===== src/rtl/cla_16bit_pipelined.sv =====
`default_nettype none
// ============================================================================
// cla_16bit_pipelined : two-stage 16-bit carry look-ahead adder, valid/ready
// Revision 1.0
// ============================================================================
module cla_16bit_pipelined (
  input  logic        clk,
  input  logic        rst,
  input  logic        in_valid,
  output logic        in_ready,
  input  logic [15:0] in1,
  input  logic [15:0] in2,
  input  logic        c_in,
  output logic        out_valid,
  input  logic        out_ready,
  output logic [15:0] sum,
  output logic        c_out,
  output logic        p,
  output logic        g,
  output logic        overflow
);

  // Bit-level and slice-level propagate/generate from the raw operands.
  logic [15:0] bit_p, bit_g;
  logic [3:0]  slc_p, slc_g;

  assign bit_p = in1 ^ in2;
  assign bit_g = in1 & in2;

  generate
    for (genvar k = 0; k < 4; k++) begin : g_slice_pg
      localparam int B = 4 * k;
      assign slc_p[k] = &bit_p[B +: 4];
      assign slc_g[k] = bit_g[B+3]
                      | (bit_p[B+3] & bit_g[B+2])
                      | (bit_p[B+3] & bit_p[B+2] & bit_g[B+1])
                      | (bit_p[B+3] & bit_p[B+2] & bit_p[B+1] & bit_g[B]);
    end
  endgenerate

  logic        s1_valid;
  logic [15:0] s1_pi, s1_gi;
  logic [3:0]  s1_p, s1_g;
  logic        s1_cin;

  logic s2_adv, s1_adv;
  assign s2_adv   = !out_valid | out_ready;
  assign s1_adv   = !s1_valid | s2_adv;
  assign in_ready = s1_adv;

  // Second-level look-ahead: each slice carry-in directly from registered P/G.
  logic [4:0] slc_c;
  assign slc_c[0] = s1_cin;
  assign slc_c[1] = s1_g[0] | (s1_p[0] & s1_cin);
  assign slc_c[2] = s1_g[1] | (s1_p[1] & s1_g[0]) | (s1_p[1] & s1_p[0] & s1_cin);
  assign slc_c[3] = s1_g[2] | (s1_p[2] & s1_g[1]) | (s1_p[2] & s1_p[1] & s1_g[0])
                  | (s1_p[2] & s1_p[1] & s1_p[0] & s1_cin);
  assign slc_c[4] = s1_g[3] | (s1_p[3] & s1_g[2]) | (s1_p[3] & s1_p[2] & s1_g[1])
                  | (s1_p[3] & s1_p[2] & s1_p[1] & s1_g[0])
                  | (s1_p[3] & s1_p[2] & s1_p[1] & s1_p[0] & s1_cin);

  logic [15:0] bit_c;
  generate
    for (genvar k = 0; k < 4; k++) begin : g_slice_carry
      localparam int B = 4 * k;
      assign bit_c[B]   = slc_c[k];
      assign bit_c[B+1] = s1_gi[B] | (s1_pi[B] & slc_c[k]);
      assign bit_c[B+2] = s1_gi[B+1] | (s1_pi[B+1] & s1_gi[B])
                        | (s1_pi[B+1] & s1_pi[B] & slc_c[k]);
      assign bit_c[B+3] = s1_gi[B+2] | (s1_pi[B+2] & s1_gi[B+1])
                        | (s1_pi[B+2] & s1_pi[B+1] & s1_gi[B])
                        | (s1_pi[B+2] & s1_pi[B+1] & s1_pi[B] & slc_c[k]);
    end
  endgenerate

  logic [15:0] sum_d;
  logic        grp_p, grp_g, ovf_d;
  assign sum_d = s1_pi ^ bit_c;
  assign grp_p = &s1_p;
  assign grp_g = s1_g[3] | (s1_p[3] & s1_g[2]) | (s1_p[3] & s1_p[2] & s1_g[1])
               | (s1_p[3] & s1_p[2] & s1_p[1] & s1_g[0]);
  assign ovf_d = slc_c[4] ^ bit_c[15];

  always_ff @(posedge clk) begin
    if (rst) begin
      s1_valid  <= 1'b0;
      s1_pi     <= '0;
      s1_gi     <= '0;
      s1_p      <= '0;
      s1_g      <= '0;
      s1_cin    <= 1'b0;
      out_valid <= 1'b0;
      sum       <= '0;
      c_out     <= 1'b0;
      p         <= 1'b0;
      g         <= 1'b0;
      overflow  <= 1'b0;
    end else begin
      if (s1_adv) begin
        s1_valid <= in_valid;
        if (in_valid) begin
          s1_pi  <= bit_p;
          s1_gi  <= bit_g;
          s1_p   <= slc_p;
          s1_g   <= slc_g;
          s1_cin <= c_in;
        end
      end
      // Result registers only load on a real transaction so bubbles keep old data.
      if (s2_adv) begin
        out_valid <= s1_valid;
        if (s1_valid) begin
          sum      <= sum_d;
          c_out    <= slc_c[4];
          p        <= grp_p;
          g        <= grp_g;
          overflow <= ovf_d;
        end
      end
    end
  end

endmodule
`default_nettype wire


===== config.mk =====
export PLATFORM = sky130hd
export DESIGN_NAME = cla_16bit_pipelined
export DESIGN_NICKNAME = d
export VERILOG_FILES = /design/src/rtl/cla_16bit_pipelined.sv
export SDC_FILE = /design/constraint.sdc
export NUM_CORES = 1
export LEC_CHECK = 0
export CORE_ASPECT_RATIO = 0.75
export CORE_MARGIN = 10
export CORE_UTILIZATION = 55
export CTS_CLUSTER_SIZE = 12
export DETAILED_ROUTE_END_ITERATION = 12
export PLACE_DENSITY = 0.85
export SYNTH_ARGS = -nofsm -noshare
export SYNTH_HDL_FRONTEND = slang
export SYNTH_SLANG_ARGS = --single-unit

===== constraint.sdc =====
create_clock -name clk -period 4.2 [get_ports clk]
set_input_delay 1.05 -clock clk [delete_from_list [all_inputs] [get_ports clk]]
set_output_delay 1.05 -clock clk [all_outputs]
set_load 0.02 [all_outputs]

==> results of run 1 <==
-- metrics by stage --
stage	setup WS (ns)	hold slack, ns	std cells	power (mW)	util
2_1_floorplan	1.73	0.436	351	0.744	-
3_3_place_gp	0.815	0.440	452	0.821	0.692
3_5_place_dp	0.793	0.445	452	0.825	0.692
4_1_cts	0.789	0.454	468	1.29	0.728
5_1_grt	0.705	0.481	468	1.34	0.728
6_report	0.791	0.450	468	1.28	0.728
-- power groups by stage --
stage	logic [mW]	registers (mW)	clock network (mW)
after floorplan	0.111	0.633	0
after global routing	0.223	0.620	0.496
after global placement	0.194	0.627	0
final	0.200	0.616	0.461
after detailed placement	0.197	0.628	0
after CTS	0.200	0.616	0.471
-- placed cells by master (no fill, tap or decap), types with 6 or more instances in the layout --
| cell type | count |
|---|---|
| sky130_fd_sc_hd__a21oi_1 | 57 |
| sky130_fd_sc_hd__nor4b_1 | 6 |
| sky130_fd_sc_hd__ha_1 | 20 |
| sky130_fd_sc_hd__nor2_1 | 21 |
| sky130_fd_sc_hd__nand2_1 | 92 |
| sky130_fd_sc_hd__dfxtp_1 | 59 |
| sky130_fd_sc_hd__clkbuf_8 | 11 |
| sky130_fd_sc_hd__o21ai_0 | 11 |
| sky130_fd_sc_hd__clkdlybuf4s50_1 | 57 |
| sky130_fd_sc_hd__nand3_1 | 6 |
-- area by class of cell --
cell class,instances,area (um2)
tap,60,75.1
sequential,59,1180
clock inverter,4,25.0
clock buffer,12,155
fill,385,1340
multi-input combinational,270,1550
timing repair buffer,60,591
inverter,3,11.3
-- state kept, by name, indices dropped and copies added (netlist names), 4 cells and up --
signal  flops
s1_g        4
s1_p        4
s1_pi      16
s1_gi      12
sum        16
-- per-layer routing --
metal | up-vias | wire (um) | track usage
li1 | 1328 | - | -
met1 | 1201 | 3210 | 0.217
met2 | 89 | 2910 | 0.248
met3 | 11 | 636 | 0.0581
met4 | 0 | 78 | 0.0693
met5 | - | 0 | 0
-- worst paths after layout --
kind | slack [ns] | start | to | depth (start not counted)
worst min-delay path | 0.45 | sum[13]$_SDFFE_PP0P_ | sum[13]$_SDFFE_PP0P_ | 2
worst max-delay path | 0.79 | out_ready | in_ready | 4
worst max register to register | 2.13 | out_valid$_SDFFE_PP0P_ | sum[11]$_SDFFE_PP0P_ | 4
worst min register to register | 0.45 | sum[13]$_SDFFE_PP0P_ | sum[13]$_SDFFE_PP0P_ | 2
-- cells by family (layout without fill, tap and decap cells) --
group | Yosys count | in the layout | synth area share
compound gates | 91 | 91 | 0.192
xor+xnor | 5 | 5 | 0.0155
fa+ha+maj | 20 | 20 | 0.0885
buf+inv | 22 | 79 | 0.0345
flops | 59 | 59 | 0.418
mux | 3 | 3 | 0.0106
simple gates | 151 | 151 | 0.242
-- critical path: cells and delay by family --
family | cells | cell delay, ns
and+or+nand+nor | 2 | 0.34
buffers and inverters | 2 | 0.97
==> reports/qor.csv, run 1 <==
metric,value,unit
result_of_the_run,finished clean,
hold_class,reg2reg,
critical_setup_path_class,in2out,
pwr-share-comb,0.156,
antenna_found_initial,0,
crit_path_end_kind,primary output,
p_seq_frac,0.483,
clock_sink_count,59,
worstPathMaxFanout,5,
yosys_most_used_dff,sky130_fd_sc_hd__dfxtp_1,
finish.net_count,460,
die_area,8440,um2
pwr_dens,356,nW/um2
post_route_cells_drive_above_1_share,0.0686,
antenna_left,0,
synth_area_leader_cell,sky130_fd_sc_hd__dfxtp_1,
coreArea,4930,um2
drc_errors,0,
synth_largest_type_area_fraction,0.418,
number_of_enable_type_register_cells_in_the_synthesized_netlist,0,
number_of_iterations_in_the_first_detailed_routing_pass,5,
die_width,103,um
floorplan.io_pins,59,
first_pass_grt_wire_length,11100,um
timing.final.max_slew_violations,0,
ctsHoldBuffers,0,
cp_cell_sequence,clkdlybuf4s50_1 > nor2b_2 > nand2_1 > clkdlybuf4s50_1,
critical-path-slowest-cell,sky130_fd_sc_hd__clkdlybuf4s50_1,
synth-async-reset-ratio,0,
timing.final.hold_violations,0,
grt_setup_unrepaired,no,
finalWirelength,6830,um
cts_root_buffer,sky130_fd_sc_hd__clkbuf_8,
initial_core_util,0.574,
grt_use_total,0.167,
worst_pin_slew,1.21,ns
clock_tree_buf_depth,2,
worst_ir_drop_vdd,0.000215,V
die_y_extent,82.1,um
clkPwrFrac,0.361,
synth.net_count,408,
post-synth-top-count-cell,sky130_fd_sc_hd__nand2_1,
dp.final_hpwl,4800,um
clk_transition_reported_paths,0.07,ns
max_cap_violations,0,
setup_viol_count_final,0,
start_kind,primary input,
timing.fmax,0.293,GHz
antenna_diode_count,0,
ctsHtreeMaxLevel,3,
net-switching-power,347,uW
vias,2629,
synthCells,351,
leakage,1.41,nW
tritoncts,done,
detailed_place.area,3410,um2
tns,0,ns
drtIter0Drc,158,
design_area,3590,um2
p_int,930,uW
grt_overflow,0,
num_rows,22,
synth_seq_cells,59,
synthesis.area,2830,um2
synth.lib_cells_used.distinct,38,
critical-path-top-cell-by-count,sky130_fd_sc_hd__clkdlybuf4s50_1,
final.period_utilization,0.812,
crit_arrival,2.36,ns
share_of_the_yosys_chip_area_belonging_to_registers,0.418,
first_global_vias,2441,
finalWorstPathRequiredPeriod,3.41,ns
clock_skew,0.00771,ns
largest_cells_by_area_after_synthesis,"sky130_fd_sc_hd__dfxtp_1 42%, sky130_fd_sc_hd__nand2_1 12%, sky130_fd_sc_hd__a21oi_1 10%",
grt_start_max_net_pins,63,
netSwitchingFraction,0.272,
cts.repair.resized,0,
max_slew_margin,0.193,
area.growth.synth_to_final,26.8,%
yosys-top-cells-count,"92 x sky130_fd_sc_hd__nand2_1, 59 x sky130_fd_sc_hd__dfxtp_1, 57 x sky130_fd_sc_hd__a21oi_1, 21 x sky130_fd_sc_hd__nor2_1, 20 x sky130_fd_sc_hd__ha_1",
vias_per_cell,5.62,
wl_per_cell,14.6,um
cp_slowest_stage_delay,0.56,ns
gp_routability_congestion,0.811,
warning_count_from_the_yosys_run,0,
number_of_cts_inserted_buffers,9,
postSynthAreaPerCell,8.06,um2
clock_insertion_delay_worst_skew,0.34,ns
io_buffers,58,
cts.repair_timing.setup_buffer_count,0,
worstPathRequired,3.15,ns
(Power assumes the default switching activity.)
==> inputs of run 2 (changes only) <==
CORE_UTILIZATION = 46   (was 55)
PLACE_DENSITY = 0.76   (was 0.85)
clock period = 2.9 ns   (was 4.2 ns; I/O delays follow)
==> run 2 against run 1 <==
Net effect:
- sequential share of layout area down 1.2 points
- combinational power up 49%
- non-clock buffer count up 5
- flip-flop and latch count unchanged
- via count up 1.4%
- utilization down 9.6 points
- count of clock-buffer cells in the layout down 1
- die area up 15%
- register-to-register slack worse by 0.85 ns
==> reports/qor.csv, run 2 (synthesis gave the netlist of run 1 again) <==
metric,value,unit,change
r2r.worst_path.cells,7,,was 4
multi_input_area,1550,um2,unchanged
timing.final.hold_violations,0,,unchanged
ctsHtreeMaxLevel,3,,unchanged
worst_ir_drop_vdd,0.000280,V,was 0.000215 V
worstPathMaxFanout,5,,unchanged
area.growth.synth_to_final,31.6,%,was 26.8%
dp.final_hpwl,5200,um,was 4800 um
timing.fmax,0.363,GHz,
clk_transition_reported_paths,0.06,ns,was 0.07 ns
die_area,9720,um2,was 8440 um2
first_global_vias,2462,,"was 2,441"
ctsHoldBuffers,0,,unchanged
final.period_utilization,0.949,,
fill_cells,537,,was 385
cts_root_buffer,sky130_fd_sc_hd__clkbuf_8,,unchanged
number_of_iterations_in_the_first_detailed_routing_pass,4,,was 5
vias_per_cell,5.43,,was 5.62
floorplan.io_pins,59,,unchanged
tns,0,ns,unchanged
layout.cells.most_common,sky130_fd_sc_hd__nand2_1,,unchanged
cts.repair.resized,0,,unchanged
gp_routability_congestion,0.838,,was 0.811
max_slew_margin,0.640,,was 0.193
finish.net_count,465,,was 460
drtIter0Drc,189,,was 158
tritoncts,done,,unchanged
seq_area,1180,um2,unchanged
initial_core_util,0.481,,was 0.574
post_route_cells_drive_above_1_share,0.0799,,was 0.0686
die_width,111,um,was 103 um
io_buffers,58,,unchanged
drc_errors,0,,unchanged
grt_start_max_net_pins,38,,was 63
reg_top3,"s1_pi: 16 flops, sum: 16 flops, s1_gi: 12 flops",,unchanged
pwr_dens,564,nW/um2,was 356 nW/um2
hold_class,reg2reg,,unchanged
timing.final.max_slew_violations,0,,unchanged
detailed_place.area,3480,um2,was 3410 um2
number_of_instances_on_the_worst_hold_path,2,,unchanged
grt_use_total,0.149,,was 0.167
vias,2666,,"was 2,629"
worst_pin_slew,0.541,ns,was 1.21 ns
finalWorstPathRequiredPeriod,2.75,ns,
final_util,0.632,,was 0.728
critical_setup_path_class,in2out,,unchanged
worstPathRequired,2.17,ns,was 3.15 ns
clock_tree_buf_depth,2,,unchanged
antenna_left,0,,unchanged
result_of_the_run,finished clean,,unchanged
cts.repair_timing.setup_buffer_count,0,,unchanged
finalWirelength,7250,um,was 6830 um
start_kind,primary input,,unchanged
antenna_diode_count,0,,unchanged
num_rows,24,,was 22
number_of_cts_inserted_buffers,9,,unchanged
setup_viol_count_final,0,,unchanged
finalPower,2.10,mW,was 1.28 mW
die_y_extent,87.9,um,was 82.1 um
clock_insertion_delay_worst_skew,0.34,ns,about the same
coreArea,5890,um2,was 4930 um2
crit_arrival,2.03,ns,was 2.36 ns
clock_skew,0.00609,ns,was 0.00771 ns
design_area,3720,um2,was 3590 um2
clock_sink_count,59,,unchanged
wl_per_cell,14.8,um,was 14.6 um
final_cell_mix,"92 x sky130_fd_sc_hd__nand2_1, 59 x sky130_fd_sc_hd__dfxtp_1, 57 x sky130_fd_sc_hd__a21oi_1, 57 x sky130_fd_sc_hd__clkdlybuf4s50_1, 21 x sky130_fd_sc_hd__nor2_1",,unchanged
antenna_found_initial,0,,unchanged
grt_setup_unrepaired,no,,unchanged
leakage,1.48,nW,was 1.41 nW
first_pass_grt_wire_length,12000,um,"was 11,100 um"
crit_path_end_kind,primary output,,unchanged
max_cap_violations,0,,unchanged
grt_overflow,0,,unchanged
==> run 2: cell types whose count changed in the layout (fill, tap and decap cells not counted), sizes merged <==
cell / delta
buf: +5
bufinv: +3
clkbuf: -1
clkinvlp: -2
==> run 2: worst paths after layout <==
check                                     startpoint                   end  slack [ns]
worst min register to register  sum[13]$_SDFFE_PP0P_  sum[13]$_SDFFE_PP0P_        0.45
worst max-delay path                       out_ready              in_ready        0.15
worst max register to register  s1_g[1]$_SDFFE_PP0P_  sum[13]$_SDFFE_PP0P_        1.28
worst min-delay path            sum[13]$_SDFFE_PP0P_  sum[13]$_SDFFE_PP0P_        0.45
==> run 2: where the power goes <==
group | switching (mW) | leakage [nW] | internal [mW] | total (mW)
sequential | 0.0401 | 0.483 | 0.854 | 0.894
clock | 0.315 | 0.123 | 0.591 | 0.907
combinational | 0.153 | 0.873 | 0.146 | 0.299
==> run 2: area by class of cell <==
cell class,instances,area share
Multi-Input combinational cell,270,0.416
Sequential cell,59,0.317
Timing Repair Buffer,65,0.172
Clock buffer,11,0.0380
Clock inverter,5,0.0269
Tap cell,78,0.0262
Inverter,3,0.00303
==> run 2: routing by layer <==
metal	global-route usage	share of wire
met1	0.192	0.48
met2	0.230	0.43
met5	0	0
met4	0.0495	0.012
met3	0.0499	0.076
==> run 2: worst max-delay path: stages <==
cell and delay [ns]:
sky130_fd_sc_hd__clkdlybuf4s50_1 0.41, sky130_fd_sc_hd__nor2b_2 0.20, sky130_fd_sc_hd__nand2_1 0.13, sky130_fd_sc_hd__clkdlybuf4s50_1 0.56
==> run 2: through the flow <==
stage               hold WS, ns  worst slack, ns  instances
global placement          0.439            0.162        475
detailed placement        0.445            0.141        475
floorplan                 0.436             1.08        351
finish                    0.448            0.148        491
CTS                       0.454            0.140        491
global route              0.476           0.0953        491
